## config.mk

```make
export PLATFORM = sky130hd
export DESIGN_NAME = tl_conflict_monitor
export DESIGN_NICKNAME = d
export VERILOG_FILES = /design/src/rtl/tl_pkg.sv /design/src/rtl/tl_lamp_tracker.sv /design/src/rtl/tl_conflict_monitor.sv
export SDC_FILE = /design/constraint.sdc
export NUM_CORES = 1
export LEC_CHECK = 0
export CAP_MARGIN = 15
export CORE_UTILIZATION = 30
export DETAILED_ROUTE_END_ITERATION = 10
export PLACE_DENSITY = 0.58
export SETUP_SLACK_MARGIN = 0.15
export SYNTH_ARGS = -nofsm -noshare
export SYNTH_HDL_FRONTEND = slang
export SYNTH_HIERARCHICAL = 1
export SYNTH_SLANG_ARGS = --single-unit
```

## constraint.sdc

```tcl
create_clock -name clk -period 3 [get_ports clk]
set_input_delay 0.45 -clock clk [delete_from_list [all_inputs] [get_ports clk]]
set_output_delay 0.45 -clock clk [all_outputs]
set_load 0.02 [all_outputs]
```

## src/rtl/tl_pkg.sv

```systemverilog
// Shared types and helpers for the traffic-light conflict monitor.
package tl_pkg;

  // Per-direction lamp state as seen by the monitor.
  typedef enum logic [1:0] {
    L_RED = 2'd0,
    L_YEL = 2'd1,
    L_GRN = 2'd2,
    L_ILL = 2'd3
  } lamp_t;

  // Fault codes; a lower value wins when several faults hit in one cycle.
  typedef enum logic [2:0] {
    F_NONE        = 3'd0,
    F_LAMP        = 3'd1,
    F_CONFLICT    = 3'd2,
    F_SEQ         = 3'd3,
    F_SHORT_GREEN = 3'd4,
    F_YELLOW      = 3'd5
  } fault_code_t;

  localparam int unsigned DIR_W = 2;

  // Result of one cycle's priority encode.
  typedef struct packed {
    fault_code_t        code;
    logic [DIR_W-1:0]   dir;
  } fault_rpt_t;

  // One-hot {R,Y,G} to lamp state; anything else is illegal.
  function automatic lamp_t lamp_decode(input logic r, input logic y, input logic g);
    lamp_t l;
    case ({r, y, g})
      3'b100:  l = L_RED;
      3'b010:  l = L_YEL;
      3'b001:  l = L_GRN;
      default: l = L_ILL;
    endcase
    return l;
  endfunction

  // Steps that skip a colour of the G->Y->R->G cycle.
  function automatic logic illegal_step(input lamp_t prev, input lamp_t cur);
    return ((prev == L_GRN) && (cur == L_RED)) ||
           ((prev == L_YEL) && (cur == L_GRN)) ||
           ((prev == L_RED) && (cur == L_YEL));
  endfunction

endpackage

```

## src/rtl/tl_lamp_tracker.sv

```systemverilog
// Per-direction lamp history: tracks the current lamp interval and flags
// illegal lamp patterns, illegal colour steps and interval timing errors.
module tl_lamp_tracker
  import tl_pkg::*;
#(
  parameter int unsigned CNT_W      = 8,
  parameter int unsigned YELLOW_CYC = 1
) (
  input  logic             clk,
  input  logic             rst_n,
  input  logic             r_i,
  input  logic             y_i,
  input  logic             g_i,
  input  logic             emg_q_i,
  input  logic             warm_i,
  input  logic [CNT_W-1:0] min_green_i,
  output lamp_t            lamp_c_o,
  output logic             lamp_err_c_o,
  output logic             seq_err_c_o,
  output logic             short_green_c_o,
  output logic             yellow_err_c_o
);

  localparam logic [CNT_W-1:0] DUR_MAX = '1;
  localparam logic [CNT_W-1:0] DUR_ONE = CNT_W'(1);
  localparam logic [CNT_W-1:0] YEL_DUR = CNT_W'(YELLOW_CYC);

  lamp_t            prev_q, prev_d;
  logic [CNT_W-1:0] dur_q, dur_d;
  logic             emg_seen_q, emg_seen_d;
  logic             valid_q, valid_d;

  lamp_t            cur_c;
  logic             hist_c;
  logic             leave_c;
  logic             relaxed_c;

  // Checks against the stored interval, plus next interval state.
  always_comb begin
    cur_c      = lamp_decode(r_i, y_i, g_i);
    hist_c     = valid_q && !warm_i && (cur_c != L_ILL);
    leave_c    = hist_c && (cur_c != prev_q);
    // emg_q in the leaving cycle is the emergency seen in the interval's last cycle
    relaxed_c  = emg_seen_q || emg_q_i;

    lamp_err_c_o    = (cur_c == L_ILL);
    seq_err_c_o     = leave_c && !emg_q_i && illegal_step(prev_q, cur_c);
    short_green_c_o = leave_c && (prev_q == L_GRN) && (dur_q < min_green_i) && !relaxed_c;
    yellow_err_c_o  = leave_c && (prev_q == L_YEL) && (dur_q != YEL_DUR) && !relaxed_c;
    lamp_c_o        = cur_c;

    prev_d     = cur_c;
    dur_d      = DUR_ONE;
    emg_seen_d = 1'b0;
    valid_d    = 1'b1;
    if (cur_c == L_ILL) begin
      // illegal pattern: forget history, next legal lamp starts fresh
      prev_d  = L_RED;
      dur_d   = '0;
      valid_d = 1'b0;
    end else if (hist_c && (cur_c == prev_q)) begin
      dur_d      = (dur_q == DUR_MAX) ? dur_q : dur_q + DUR_ONE;
      emg_seen_d = emg_seen_q || emg_q_i;
    end
  end

  // Interval state registers.
  always_ff @(posedge clk or negedge rst_n) begin
    if (!rst_n) begin
      prev_q     <= L_RED;
      dur_q      <= '0;
      emg_seen_q <= 1'b0;
      valid_q    <= 1'b0;
    end else begin
      prev_q     <= prev_d;
      dur_q      <= dur_d;
      emg_seen_q <= emg_seen_d;
      valid_q    <= valid_d;
    end
  end

endmodule

```

## src/rtl/tl_conflict_monitor.sv

```systemverilog
// Independent safety monitor for the two-direction traffic light controller:
// detects lamp, conflict, sequence and timing faults, latches the first one
// and produces a flashing-red enable while a fault is held.
module tl_conflict_monitor
  import tl_pkg::*;
#(
  parameter int unsigned MIN_GREEN_A = 6,
  parameter int unsigned MIN_GREEN_B = 5,
  parameter int unsigned YELLOW_CYC  = 1,
  parameter int unsigned CNT_W       = 8,
  parameter int unsigned FLASH_DIV   = 4
) (
  input  logic             clk,
  input  logic             rst_n,
  input  logic             RA,
  input  logic             YA,
  input  logic             GA,
  input  logic             RB,
  input  logic             YB,
  input  logic             GB,
  input  logic             Emg_A,
  input  logic             Emg_B,
  input  logic             clr_fault,
  output logic             fault,
  output logic [2:0]       fault_code,
  output logic [1:0]       fault_dir,
  output logic [CNT_W-1:0] fault_cnt,
  output logic             flash
);

  localparam int unsigned      DIV_W    = (FLASH_DIV > 1) ? $clog2(FLASH_DIV) : 1;
  localparam logic [DIV_W-1:0] DIV_LAST = DIV_W'(FLASH_DIV - 1);
  localparam logic [DIV_W-1:0] DIV_ONE  = DIV_W'(1);
  localparam logic [CNT_W-1:0] CNT_MAX  = '1;
  localparam logic [CNT_W-1:0] CNT_ONE  = CNT_W'(1);
  localparam logic [CNT_W-1:0] MIN_G_A  = CNT_W'(MIN_GREEN_A);
  localparam logic [CNT_W-1:0] MIN_G_B  = CNT_W'(MIN_GREEN_B);

  logic             warm_q, warm_d;
  logic             emg_q, emg_d;
  logic             fault_q, fault_d;
  logic [2:0]       code_q, code_d;
  logic [1:0]       dir_q, dir_d;
  logic [CNT_W-1:0] cnt_q, cnt_d;
  logic             flash_q, flash_d;
  logic [DIV_W-1:0] div_q, div_d;

  lamp_t      lamp_a_c, lamp_b_c;
  logic       lerr_a_c, lerr_b_c;
  logic       seq_a_c, seq_b_c;
  logic       short_a_c, short_b_c;
  logic       yel_a_c, yel_b_c;
  logic       go_a_c, go_b_c;
  logic       conflict_c;
  logic       any_fault_c;
  fault_rpt_t rpt_c;

  tl_lamp_tracker #(
    .CNT_W      (CNT_W),
    .YELLOW_CYC (YELLOW_CYC)
  ) u_trk_a (
    .clk             (clk),
    .rst_n           (rst_n),
    .r_i             (RA),
    .y_i             (YA),
    .g_i             (GA),
    .emg_q_i         (emg_q),
    .warm_i          (warm_q),
    .min_green_i     (MIN_G_A),
    .lamp_c_o        (lamp_a_c),
    .lamp_err_c_o    (lerr_a_c),
    .seq_err_c_o     (seq_a_c),
    .short_green_c_o (short_a_c),
    .yellow_err_c_o  (yel_a_c)
  );

  tl_lamp_tracker #(
    .CNT_W      (CNT_W),
    .YELLOW_CYC (YELLOW_CYC)
  ) u_trk_b (
    .clk             (clk),
    .rst_n           (rst_n),
    .r_i             (RB),
    .y_i             (YB),
    .g_i             (GB),
    .emg_q_i         (emg_q),
    .warm_i          (warm_q),
    .min_green_i     (MIN_G_B),
    .lamp_c_o        (lamp_b_c),
    .lamp_err_c_o    (lerr_b_c),
    .seq_err_c_o     (seq_b_c),
    .short_green_c_o (short_b_c),
    .yellow_err_c_o  (yel_b_c)
  );

  // Conflict and priority encode of this cycle's faults.
  always_comb begin
    // decoded lamps suffice: a pattern that is not one-hot is already a
    // higher-priority LAMP fault, so it never needs to report as CONFLICT
    go_a_c     = (lamp_a_c == L_GRN) || (lamp_a_c == L_YEL);
    go_b_c     = (lamp_b_c == L_GRN) || (lamp_b_c == L_YEL);
    conflict_c = go_a_c && go_b_c;

    rpt_c.code = F_NONE;
    rpt_c.dir  = 2'b00;
    if (lerr_a_c || lerr_b_c) begin
      rpt_c.code = F_LAMP;
      rpt_c.dir  = {lerr_b_c, lerr_a_c};
    end else if (conflict_c) begin
      rpt_c.code = F_CONFLICT;
      rpt_c.dir  = 2'b11;
    end else if (seq_a_c || seq_b_c) begin
      rpt_c.code = F_SEQ;
      rpt_c.dir  = {seq_b_c, seq_a_c};
    end else if (short_a_c || short_b_c) begin
      rpt_c.code = F_SHORT_GREEN;
      rpt_c.dir  = {short_b_c, short_a_c};
    end else if (yel_a_c || yel_b_c) begin
      rpt_c.code = F_YELLOW;
      rpt_c.dir  = {yel_b_c, yel_a_c};
    end
    any_fault_c = (rpt_c.code != F_NONE);
  end

  // Fault latch, saturating fault counter and flash divider.
  always_comb begin
    warm_d  = 1'b0;
    emg_d   = Emg_A || Emg_B;
    fault_d = fault_q;
    code_d  = code_q;
    dir_d   = dir_q;
    cnt_d   = cnt_q;
    flash_d = flash_q;
    div_d   = div_q;

    if (any_fault_c && (!fault_q || clr_fault)) begin
      fault_d = 1'b1;
      code_d  = rpt_c.code;
      dir_d   = rpt_c.dir;
    end else if (clr_fault) begin
      fault_d = 1'b0;
      code_d  = F_NONE;
      dir_d   = 2'b00;
    end

    if (any_fault_c && (cnt_q != CNT_MAX)) begin
      cnt_d = cnt_q + CNT_ONE;
    end

    if (!fault_d) begin
      flash_d = 1'b0;
      div_d   = '0;
    end else if (!fault_q) begin
      flash_d = 1'b1;
      div_d   = '0;
    end else if (div_q == DIV_LAST) begin
      flash_d = !flash_q;
      div_d   = '0;
    end else begin
      div_d = div_q + DIV_ONE;
    end
  end

  // State and output registers.
  always_ff @(posedge clk or negedge rst_n) begin
    if (!rst_n) begin
      warm_q  <= 1'b1;
      emg_q   <= 1'b0;
      fault_q <= 1'b0;
      code_q  <= F_NONE;
      dir_q   <= 2'b00;
      cnt_q   <= '0;
      flash_q <= 1'b0;
      div_q   <= '0;
    end else begin
      warm_q  <= warm_d;
      emg_q   <= emg_d;
      fault_q <= fault_d;
      code_q  <= code_d;
      dir_q   <= dir_d;
      cnt_q   <= cnt_d;
      flash_q <= flash_d;
      div_q   <= div_d;
    end
  end

  assign fault      = fault_q;
  assign fault_code = code_q;
  assign fault_dir  = dir_q;
  assign fault_cnt  = cnt_q;
  assign flash      = flash_q;

endmodule

```

==> results.sh <==
export IMPL_cts_buffer_depth=2
export IMPL_synth_edff_count=0
export IMPL_cts_sinks=43
export IMPL_nFillCells=855
export IMPL_tightest_slew_ps=982
export IMPL_wl_per_cell_um=12.4
export IMPL_vias=2408
export IMPL_grtUsageTotal_pct=13.1
export IMPL_maxCapViolCount=0
export IMPL_endpoint_kind="flop"
export IMPL_ir_worst_vdd_mv=0.187
export IMPL_drive_above_1_share_pct=24.5
export IMPL_required_ps=3190
export IMPL_avgSynthCellArea_um2=9.57
export IMPL_outcome="complete, no violations"
export IMPL_port_buffers=25
export IMPL_final_cell_mix="38 x dfrtp_1, 28 x buf_4, 25 x inv_1"
export IMPL_max_freq_ghz=0.365
export IMPL_cts_tree="done"
export IMPL_setup_violations=0
export IMPL_cp_data_arrival_time_ps=2930
export IMPL_yosys_register_bits=43
export IMPL_core_mm2=0.00924
export IMPL_hold_class="in -> async"
export IMPL_layout_commonest_cell="dfrtp_1"
export IMPL_powerDensity_mw_per_mm2=457
export IMPL_crit_fanout=5
export IMPL_ios=26
export IMPL_dr_pass1_iters=5
export IMPL_insertion_delay_ps=300
export IMPL_start_util_pct=31.1
export IMPL_grt_ovfl_total=0
export IMPL_path_clk_slew_ps=80
export IMPL_grt_pass1_wl_um=10600
export IMPL_period_share_pct=91.2
export IMPL_drt_vias_per_instance=4.78
export IMPL_synth_area_mm2=0.00287
export IMPL_cts_buffers=5
export IMPL_yosysWarnings=6
export IMPL_postSynth_asyncResetShare_pct=100
export IMPL_drt_total_wl_um=6240
export IMPL_first_iter_violations=64
export IMPL_clockRootBuffer="clkbuf_8"
export IMPL_p_leak_nw=1.62
export IMPL_ys_seq_area_share_pct=37.5
export IMPL_hold_ws_ps=305
export IMPL_layout_min_cycle_time_ps=2740
export IMPL_rsz0062_at_grt="yes"
export IMPL_num_antenna_cells=0
export IMPL_fin_nets=405
export IMPL_finalHoldViolCount=0
export IMPL_fp_row_count=35
export IMPL_die_w_um=99.8
export IMPL_post_place_ws_ps=-473
export IMPL_routabilityCongestion=0.743
export IMPL_syn2layout_area_growth_pct=34.8
export IMPL_drv_slew=0
export IMPL_slew_headroom_pct=34.6
export IMPL_setup_slack_ps=264
export IMPL_dieArea_mm2=0.00997
export IMPL_startpoint_type="primary input"
export IMPL_synthCells=300
export IMPL_ys_flop_type="dfrtp_1"
export IMPL_grt_max_degree=44
export IMPL_skew_ps=3.01
export IMPL_drc=0
export IMPL_h_tree_depth=2
export IMPL_synth_cell_types=57
export IMPL_dieHeight_um=99.8
export IMPL_first_global_vias=2324
export IMPL_utilization_pct=41.9
export IMPL_ant_nets=0
export IMPL_timing_setup_tns_ps=0
export IMPL_hpwl_um=4490
export IMPL_cts_hold_buffers_added=0
export IMPL_grt_antenna_before_repair=0
export IMPL_worstSetupPathType="in -> reg"
[metrics by stage]
step	cells	power (mW)	instance area, um2
floorplan	315	1.12	2940
global placement	485	1.36	3460
detailed placement	485	1.37	3460
CTS	500	1.78	3740
global route	504	1.88	3870
finish	504	1.77	3870
[power by group]
group | leakage (nW) | switching, mW | internal (mW)
combinational | 1.04 | 0.304 | 0.320
sequential | 0.540 | 0.0953 | 0.675
clock | 0.0402 | 0.213 | 0.162
[kinds of logic (layout without fill, tap and decap cells)]
group | Yosys count | after routing | share of synthesized area [%]
simple gates | 122 | 122 | 25.9
compound gates | 59 | 59 | 15.5
flops | 43 | 43 | 37.5
buf+inv | 34 | 94 | 5.32
fa+ha+maj | 20 | 20 | 8.71
xor+xnor | 19 | 19 | 6.32
other cells | 2 | 17 | 0.262
mux | 1 | 1 | 0.523
[cell type report]
type,instances,area (um2),area share [%]
inverter,27,101,2.62
clock buffer,5,68.8,1.78
clock inverter,3,20.0,0.517
timing repair buffer,59,526,13.6
tap,129,161,4.17
sequential,43,1080,28.0
multi-input combinational,238,1910,49.4
[routing by layer]
metal / wire, um / up-vias / track usage (%)
met1: 2740 / 1148 / 15.4
met3: 158 / 8 / 2.37
met5: 0 / - / 0
met4: 102 / 0 / 3.62
li1: - / 1216 / -
met2: 3240 / 36 / 24.4
[cell usage after synthesis, types with 4 or more instances]
library cell  count  share of area, %
a211oi_1          8               2.1
a21oi_1           9               1.6
and4_1            4               1.2
buf_4             4               1.0
dfrtp_1          42                37
ha_1             20               8.7
inv_1            25               3.3
nand2_1          20               2.6
nand2b_1          7               1.5
nand3_1          12               2.1
nand4_1           5               1.1
nor2_1           24               3.1
nor2b_1           5               1.1
nor3_1           11               1.9
nor3b_1           5               1.3
nor4_1            5               1.1
nor4bb_1          8               2.8
o21ai_0          10               1.7
xnor2_1           5               1.5
xor2_1           12               3.7
[state kept, by name, indices dropped and copies added, names as in the netlist, 2 cells and up]
signal,flops
u_trk_a/prev_q,2
u_trk_b/dur_q,8
fault_dir,2
fault_code,3
u_trk_b/prev_q,2
u_trk_a/dur_q,8
div_q,2
fault_cnt,8
[final timing paths]
kind	startpoint	endpoint	slack [ps]	depth (start not counted)
worst max register to register	u_trk_a/prev_q[1]	fault_dir[0]	330	10
min in group clk	div_q[0]	div_q[0]	450	1
worst min register to register	div_q[0]	div_q[0]	450	1
max in group asynchronous	rst_n	u_trk_b/prev_q[1]	2030	1
worst min-delay path	rst_n	div_q[1]	300	1
worst max-delay path	RA	fault_dir[0]	260	13
[critical path: stages]
cell and delay [ps]:
clkdlybuf4s15_1 240, buf_6 170, nor3b_4 270, buf_4 170, o221ai_2 120, o2111ai_4 160
nor3_4 90, or4_4 550, a211oi_4 190, buf_6 150, buf_4 100, nor2b_1 50
a32o_1 210
[repair_timing]
item	CTS	global route
gates cloned	0	1
pin swaps	12	8
setup endpoints to repair	15	15
resized for setup	32	22
setup buffers	7	3
Power figures use the tool's default switching activity.
